[config.mk]
export PLATFORM = sky130hd
export DESIGN_NAME = io_pwm_led
export DESIGN_NICKNAME = d
export VERILOG_FILES = /design/src/rtl/io_pwm_led.sv
export SDC_FILE = /design/constraint.sdc
export NUM_CORES = 1
export LEC_CHECK = 0
export CAP_MARGIN = 20
export CORE_MARGIN = 2
export CORE_UTILIZATION = 45
export CTS_BUF_LIST = sky130_fd_sc_hd__clkbuf_8
export CTS_CLUSTER_DIAMETER = 200
export CTS_CLUSTER_SIZE = 30
export DETAILED_ROUTE_END_ITERATION = 16
export PLACE_DENSITY = 0.71
export SYNTH_ARGS = -nofsm -noshare
export SYNTH_HDL_FRONTEND = slang
export SYNTH_SLANG_ARGS = --single-unit
[constraint.sdc]
create_clock -name clk -period 6.9 [get_ports clk]
set_input_delay 1.38 -clock clk [delete_from_list [all_inputs] [get_ports clk]]
set_output_delay 1.38 -clock clk [all_outputs]
set_load 0.005 [all_outputs]
[src/rtl/io_pwm_led.sv]
// Multi-channel PWM LED driver behind a CPU request/acknowledge IO port.
// Duties are written into shadow registers and copied to the active set at each period boundary.

`ifndef DIRECTION_WRITE
`define DIRECTION_WRITE 1'b1
`endif

module io_pwm_led #(
  parameter int unsigned CHANNELS  = 3,
  parameter int unsigned DUTY_BITS = 5,
  parameter int unsigned PRESCALE  = 16
) (
  input  logic                clk,
  input  logic                rst_n,
  input  logic                io_req,
  input  logic                io_dir,
  input  logic [7:0]          io_wdata,
  output logic                io_ack,
  output logic [7:0]          io_rdata,
  output logic [CHANNELS-1:0] pwm
);

  localparam int unsigned    PsW     = (PRESCALE > 1) ? $clog2(PRESCALE) : 1;
  localparam logic [PsW-1:0] PsMax   = PsW'(PRESCALE - 1);
  localparam logic [3:0]     ChanLim = 4'(CHANNELS);
  localparam logic [2:0]     RdLast  = 3'(CHANNELS - 1);

  logic                 io_ack_q, io_ack_d;
  logic [7:0]           io_rdata_q, io_rdata_d;
  logic [CHANNELS-1:0]  pwm_q, pwm_d;
  logic [2:0]           rd_ptr_q, rd_ptr_d;
  logic [PsW-1:0]       ps_q, ps_d;
  logic [DUTY_BITS-1:0] cnt_q, cnt_d;
  logic [DUTY_BITS-1:0] shadow_q [CHANNELS];
  logic [DUTY_BITS-1:0] shadow_d [CHANNELS];
  logic [DUTY_BITS-1:0] active_q [CHANNELS];
  logic [DUTY_BITS-1:0] active_d [CHANNELS];

  logic                 accept;
  logic                 is_write;
  logic                 wr_valid;
  logic [2:0]           wr_ch;
  logic [DUTY_BITS-1:0] wr_duty;
  logic                 ps_wrap;
  logic                 boundary;
  logic [DUTY_BITS-1:0] rd_duty;

  // A request is taken only outside the ack cycle, so a held io_req cannot act twice back to back.
  always_comb begin
    accept   = io_req & ~io_ack_q;
    is_write = (io_dir == `DIRECTION_WRITE);
    wr_ch    = io_wdata[7:5];
    wr_duty  = io_wdata[DUTY_BITS-1:0];
    wr_valid = accept & is_write & ({1'b0, wr_ch} < ChanLim);
  end

  // Timebase: prescaler feeds the PWM counter; a boundary is the counter wrap back to zero.
  always_comb begin
    ps_wrap  = (ps_q == PsMax);
    ps_d     = ps_wrap ? '0 : ps_q + 1'b1;
    cnt_d    = cnt_q + DUTY_BITS'(ps_wrap);
    boundary = ps_wrap & (&cnt_q);
  end

  // Active takes the pre-write shadow, so a write landing on a boundary applies one period later.
  always_comb begin
    for (int i = 0; i < int'(CHANNELS); i++) begin
      shadow_d[i] = shadow_q[i];
      active_d[i] = active_q[i];
      if (wr_valid && (wr_ch == 3'(i))) begin
        shadow_d[i] = wr_duty;
      end
      if (boundary) begin
        active_d[i] = shadow_q[i];
      end
    end
  end

  always_comb begin
    rd_duty = '0;
    for (int i = 0; i < int'(CHANNELS); i++) begin
      if (rd_ptr_q == 3'(i)) begin
        rd_duty = active_q[i];
      end
    end
  end

  always_comb begin
    io_ack_d   = accept;
    io_rdata_d = io_rdata_q;
    rd_ptr_d   = rd_ptr_q;
    if (accept && !is_write) begin
      io_rdata_d = {rd_ptr_q, 5'(rd_duty)};
      rd_ptr_d   = (rd_ptr_q == RdLast) ? 3'd0 : rd_ptr_q + 3'd1;
    end
  end

  // Compare against next-state values so pwm lines up with the counter it reflects.
  always_comb begin
    for (int i = 0; i < int'(CHANNELS); i++) begin
      pwm_d[i] = (&active_d[i]) | (cnt_d < active_d[i]);
    end
  end

  always_ff @(posedge clk) begin
    if (!rst_n) begin
      io_ack_q   <= 1'b0;
      io_rdata_q <= '0;
      pwm_q      <= '0;
      rd_ptr_q   <= '0;
      ps_q       <= '0;
      cnt_q      <= '0;
      for (int i = 0; i < int'(CHANNELS); i++) begin
        shadow_q[i] <= '0;
        active_q[i] <= '0;
      end
    end else begin
      io_ack_q   <= io_ack_d;
      io_rdata_q <= io_rdata_d;
      pwm_q      <= pwm_d;
      rd_ptr_q   <= rd_ptr_d;
      ps_q       <= ps_d;
      cnt_q      <= cnt_d;
      for (int i = 0; i < int'(CHANNELS); i++) begin
        shadow_q[i] <= shadow_d[i];
        active_q[i] <= active_d[i];
      end
    end
  end

  assign io_ack   = io_ack_q;
  assign io_rdata = io_rdata_q;
  assign pwm      = pwm_q;

endmodule
Word-level counts from Yosys, hierarchy flattened
Memory sizes are Yosys's and may differ from the RTL's.
Cells that the tools add are included.
{ "word_totals": {"regBits": 24, "latchBits": 0, "ramBits": 30, "rom_bits": 0, "wordCells": 65, "memories": 2} }
{ "classes": {"addsub": 3, "multipliers": 0, "div_mod_pow": 0, "magnitude_cmp": 4, "n_eq_ne": 5, "shift": 0, "n_mux": 18, "bitwise": 15, "reduce_logical": 12} }
{ "memory_table": {"columns": ["memory", "words", "word_bits", "read_ports", "rd_clocked_by_memory_dff", "write_ports", "line_no", "text"], "rows": [
  ["active_q", 3, 5, 3, 0, 3, "36", "logic [DUTY_BITS-1:0] active_q [CHANNELS];"],
  ["shadow_q", 3, 5, 3, 0, 3, "34", "logic [DUTY_BITS-1:0] shadow_q [CHANNELS];"]
]} }
{ "op_table": {"columns": ["operator", "n"], "rows": [
  ["2-to-1 mux 5 bit", 15],
  ["AND reduction 5 bit", 4],
  ["less-than comparator 5 bit", 3],
  ["bitwise OR 1 bit", 9],
  ["== test 3 x 1 -> 1 bit (second input constant)", 2],
  ["== test 3 x 2 -> 1 bit (second input constant)", 2],
  ["zero test 3 bit", 2],
  ["adder 5 x 1 -> 5 bit", 1],
  ["adder 4 x 1 -> 4 bit (second input constant)", 1],
  ["bitwise AND 1 bit", 4],
  ["== test 4 bit (second input constant)", 1],
  ["logical AND 1 bit", 4],
  ["adder 3 x 1 -> 3 bit (second input constant)", 1],
  ["less-than comparator 3 x 2 -> 1 bit (second input constant)", 1],
  ["2-to-1 mux 3 bit", 1],
  ["2-to-1 mux 1 bit", 2],
  ["inverter 1 bit", 2],
  ["OR reduction 2 bit", 1],
  ["zero test 1 bit", 1]
]} }

Depth between registers and ports, before layout
{ "logic_depth": {"ltp_word": 7, "depth_mapped": 12} }

Least setup slack after synthesis
OpenSTA, ideal clock, no wires.
{ "synth_path": {"path_type": "reg2reg", "startpoint": "reg ps_q[0]", "endpoint": "reg pwm_q[2] (netlist: pwm[2])", "setup_ps": 120, "arrival_time_ps": 2423, "path_slack_ps": 4357, "stages_incl_launch_ff": 12, "n_path_buf": 0, "period_less_slack_ps": 2543, "path_cell_list": "dfxtp_1 > ha_1 > nand3_2 > inv_1 > ha_1 > ha_1 > inv_1 > maj3_1 > maj3_1 > o21ai_0 > a211oi_1 > o31a_1"} }
{ "synth_between": {"word_cells_on_any_way": 7, "classes_between": "1 x add/sub; 1 x order compare; 1 x eq/ne; 1 x mux; 2 x bitwise; 1 x reduce/logical"} }
{ "synth_lines": {"columns": ["item", "line_no", "text"], "rows": [
  ["from (decl)", "32", "logic [PsW-1:0] ps_q, ps_d;"],
  ["from (signal assigned)", "122", "ps_q <= ps_d;"],
  ["== test 4 bit", "59", "ps_wrap = (ps_q == PsMax);"],
  ["adder 5 x 1 -> 5 bit", "61", "cnt_d = cnt_q + DUTY_BITS'(ps_wrap);"],
  ["named net cnt_d[1]", "33", "logic [DUTY_BITS-1:0] cnt_q, cnt_d;"],
  ["less-than comparator 5 bit", "101", "pwm_d[i] = (&active_d[i]) | (cnt_d < active_d[i]);"],
  ["bitwise OR 1 bit", "101", null],
  ["to (signal assigned)", "120", "pwm_q <= pwm_d;"],
  ["to (decl)", "30", "logic [CHANNELS-1:0] pwm_q, pwm_d;"]
]} }
The timed path passes the listed nets, and every way through them passes these cells.
A chain may end at the register's enable or synchronous reset.

Worst setup path in the final report
{ "layout_path": {"startpoint": "reg ps_q[0]", "endpoint": "reg pwm_q[0] (netlist: pwm[0])"} }
{ "layout_between": {"elab_chain_cells": 5, "word_cells_on_any_way": 7, "classes_between": "1 x add/sub; 1 x order compare; 1 x eq/ne; 1 x mux; 2 x bitwise; 1 x reduce/logical"} }
{ "layout_rtl": {"columns": ["item", "line_no"], "rows": [
  ["== test 4 bit *", "59"],
  ["parallel branches: the longest is 3 deep, another holds adder 5 x 1 -> 5 bit", null],
  ["bitwise OR 1 bit *", "101"]
]} }
Every way passes the cells marked *.

==> impl_metrics.csv <==
group,metric,value,unit
status,status,"complete, no violations",
cells_and_area,final_nets,317,
cells_and_area,antenna-diode-count,0,
logic_synthesis,yosysWarnings,0,
clock_network,post_cts_buffers,0,
timing,setup-tns-final,0,ps
clock_network,cts_sinks,54,
timing,grt_setup_unrepaired,"false",
global_route,grt_usage,17.7,%
logic_synthesis,synth-simple-area-share,23.8,%
power_and_ir_drop,sequentialPowerShare,61.1,%
run,drv_cap,0,
logic_synthesis,async_reset_ff_share,0,%
power_and_ir_drop,p_leak,1.05,nW
logic_synthesis,synth_edf_count,0,
drt,first_pass_iters,4,
timing,fin_worst_skew,3.18,ps
timing,worstMarginPinSlew,965,ps
timing,finalSetupViolations,0,
setup_path,crit_fanout,19,
power_and_ir_drop,switchingPower,0.000122,W
setup_path,worstPathCellList,"ha_1 > nand3_2 > or3_1 > mux2i_1 > ha_1 > nand2b_1 > a221oi_1 > a21boi_0 > o22ai_1",
setup_path,path_common_cell,"ha_1",
clock_network,ctsResizeCount,0,
timing,relSlewSlack,35.7,%
global_route,grt_overflow,0,
drt,drt_wl_total,5160,µm
logic_synthesis,synth_top_family_by_area,"simple AND/OR/NAND/NOR gates",
power_and_ir_drop,power_density,180,mW/mm²
timing,fin_crit,2940,ps
setup_path,start_kind,"flip-flop",
clock_network,cts_hold_buf,0,
drt,drtAntennaViolNets,0,
place,gp_congestion,0.790,
cells_and_area,syn2layout_area_growth,14.0,%
clock_network,cts_made_buffers,5,
logic_synthesis,synth-compound-area-share,15.1,%
logic_synthesis,netlist_instances,280,
floorplanning,die_x,79.1,µm
floorplanning,fp.dieH,79.1,µm
cells_and_area,final_area,0.00290,mm²
hold_path,hp-class,"flip-flop to flip-flop",
power_and_ir_drop,combinationalPowerShare,5.5,%
cells_and_area,seq_area,0.00108,mm²
drt,route.vias.total,1988,
logic_synthesis,ys_seq_elements,54,
timing,fin_crit_sh,42.6,%
drt,drt_iter0_markers,164,
setup_path,cp.buffers_inverters,0,
floorplanning,num_rows,27,
clock_network,clk_pin_slew_worst_paths,100,ps
setup_path,cp-end-kind,"flip-flop",
drt,routedWlPerCell,13.9,µm
cells_and_area,layout-drive-gt1-share,4.68,%
power_and_ir_drop,swShare,23.3,%
global_route,grt_max_degree,55,
timing,max_freq,340,MHz
setup_path,crit_required,7130,ps
floorplanning,initial_utilization,46.4,%
global_route,grt_pass1_wl,8600,µm
clock_network,cts-root-buf,"clkbuf_8",
power_and_ir_drop,ir_drop,0.0961,mV
timing,slew_viol_final,0,
setup_path,critPathArrivalTime,3170,ps
power_and_ir_drop,clockPowerShare,33.4,%
global_route,antenna_found_initial,0,
logic_synthesis,synthAdderAreaFrac,4.14,%
logic_synthesis,synthMuxAreaShare,9.41,%
floorplanning,die_area,0.00626,mm²
place,io_buffer_count,23,
logic_synthesis,seq_area_frac_synth,42.6,%
logic_synthesis,synth_top_area_cell,"dfxtp_1",
drt,drcViolationCount,0,
clock_network,tritoncts,"yes",
place,dp_hpwl,3720,µm
logic_synthesis,synth-xor-area-share,2.41,%
logic_synthesis,syn_nets,298,
setup_path,critical_path_class,"flip-flop to flip-flop",
logic_synthesis,syn_area,0.00254,mm²
cells_and_area,mostFrequentLayoutCell,"dfxtp_1",
logic_synthesis,synthTopCellsByArea,"dfxtp_1 (43%), mux2i_1 (8.3%), nor2b_1 (6.4%)",
place,place_area,0.00281,mm²
floorplanning,core_area,0.00547,mm²
cells_and_area,fillCellCount,538,
setup_path,cp_slowest_cell,"or3_1",
logic_synthesis,synth_area_per_cell,9.07,µm²
clock_network,htreeDepth,2,
logic_synthesis,synthFlopType,"dfxtp_1",
power_and_ir_drop,cellInternalPower,0.000400,W
logic_synthesis,synth_top_cell_area_share,42.6,%
cells_and_area,final_cell_mix,"dfxtp_1 (54), nand2_1 (34), nor2b_1 (26), clkdlybuf4s50_1 (23), mux2i_1 (21)",
setup_path,slowest_delay,780,ps
floorplanning,io_pins,24,
cells_and_area,multi_input_area,0.00139,mm²
timing,hold_violations,0,
cells_and_area,post-route-util,52.9,%
logic_synthesis,yosysUniqueCellTypes,44,
clock_network,clock_latency,300,ps
drt,post_drt_via_cell_ratio,5.36,
global_route,first_global_vias,1870,
setup_path,crit_family,"simple AND/OR/NAND/NOR gates",
clock_network,cts_buffer_depth,2,
==> worst min-delay path, delay by kind of cell (launching register included) <==
kind             cells  cell delay (ps)
flip-flops           1              320
AO/OA/AOI/OAI        1               60
AND/OR/NAND/NOR      1               40
==> path summary, 6_finish.rpt <==
path / slack (ps) / end / cells after the start / start
worst max-delay path: 3960 / pwm[0]$_SDFF_PN0_ / 9 / ps_q[0]$_SDFF_PP0_
worst min-delay path: 470 / io_rdata[6]$_SDFFE_PN0P_ / 2 / io_rdata[6]$_SDFFE_PN0P_
worst max register to register: 3960 / pwm[0]$_SDFF_PN0_ / 9 / ps_q[0]$_SDFF_PP0_
worst min register to register: 470 / io_rdata[6]$_SDFFE_PN0P_ / 2 / io_rdata[6]$_SDFFE_PN0P_
==> cells by family after synthesis <==
family,after synthesis
AO/OA/AOI/OAI,57
XOR/XNOR,7
adder cells (fa/ha/maj),9
buffers and inverters,15
flip-flops,54
multiplexers,23
AND/OR/NAND/NOR,115
==> synthesized netlist by cell type, types with 2 or more instances <==
cell,number
inv_1,3
nand4_1,2
xor2_1,3
nand3_1,19
ha_1,6
nor3_1,2
a31oi_1,2
and3_1,4
nor2b_1,26
a21boi_0,18
a22oi_1,6
and2_1,9
clkbuf_1,10
a21oi_1,4
o21ai_0,15
nand2_1,34
xnor2_1,4
o211ai_1,2
mux2i_1,21
maj3_1,3
nand2b_1,4
nor2_1,7
o31ai_1,2
dfxtp_1,54
==> power by group through the flow <==
stage	clock network [W]	logic (W)	registers, W
floorplan	0	0.0000183	0.000324
global placement	0	0.0000285	0.000326
detailed placement	0	0.0000286	0.000326
CTS	0.000178	0.0000287	0.000319
global route	0.000191	0.0000317	0.000320
finish	0.000174	0.0000287	0.000319
==> per-layer routing <==
layer  track usage [%]  vias up  wire length (µm)
li1                  -     1021                 -
met1              24.6      932              2680
met2              26.9       29              2250
met3              3.07        6               138
met4              7.41        0                90
met5                 0        -                 0
==> registers in the layout (all words and copies together) (netlist names) <==
name and count:
active_q 15, cnt_q 5, io_ack 1, io_rdata 8
ps_q 4, pwm 3, rd_ptr_q 3, shadow_q 15
==> final cells by class <==
cell class | count | area share [%]
clock buffers | 5 | 2.38
clock inverters | 2 | 0.475
inverters | 3 | 0.389
multi-input cells | 211 | 48.1
flip-flops and latches | 54 | 37.3
well taps | 72 | 3.11
repair buffers | 24 | 8.21
==> stage by stage <==
step	hold slack [ps]	setup WS [ps]	instances	total power (W)
floorplan	426	4360	280	0.000343
finish	469	3960	371	0.000522
CTS	476	4000	371	0.000526
global route	502	3780	371	0.000542
detailed placement	462	3790	364	0.000355
global placement	440	3850	364	0.000355
(Power assumes the default switching activity.)
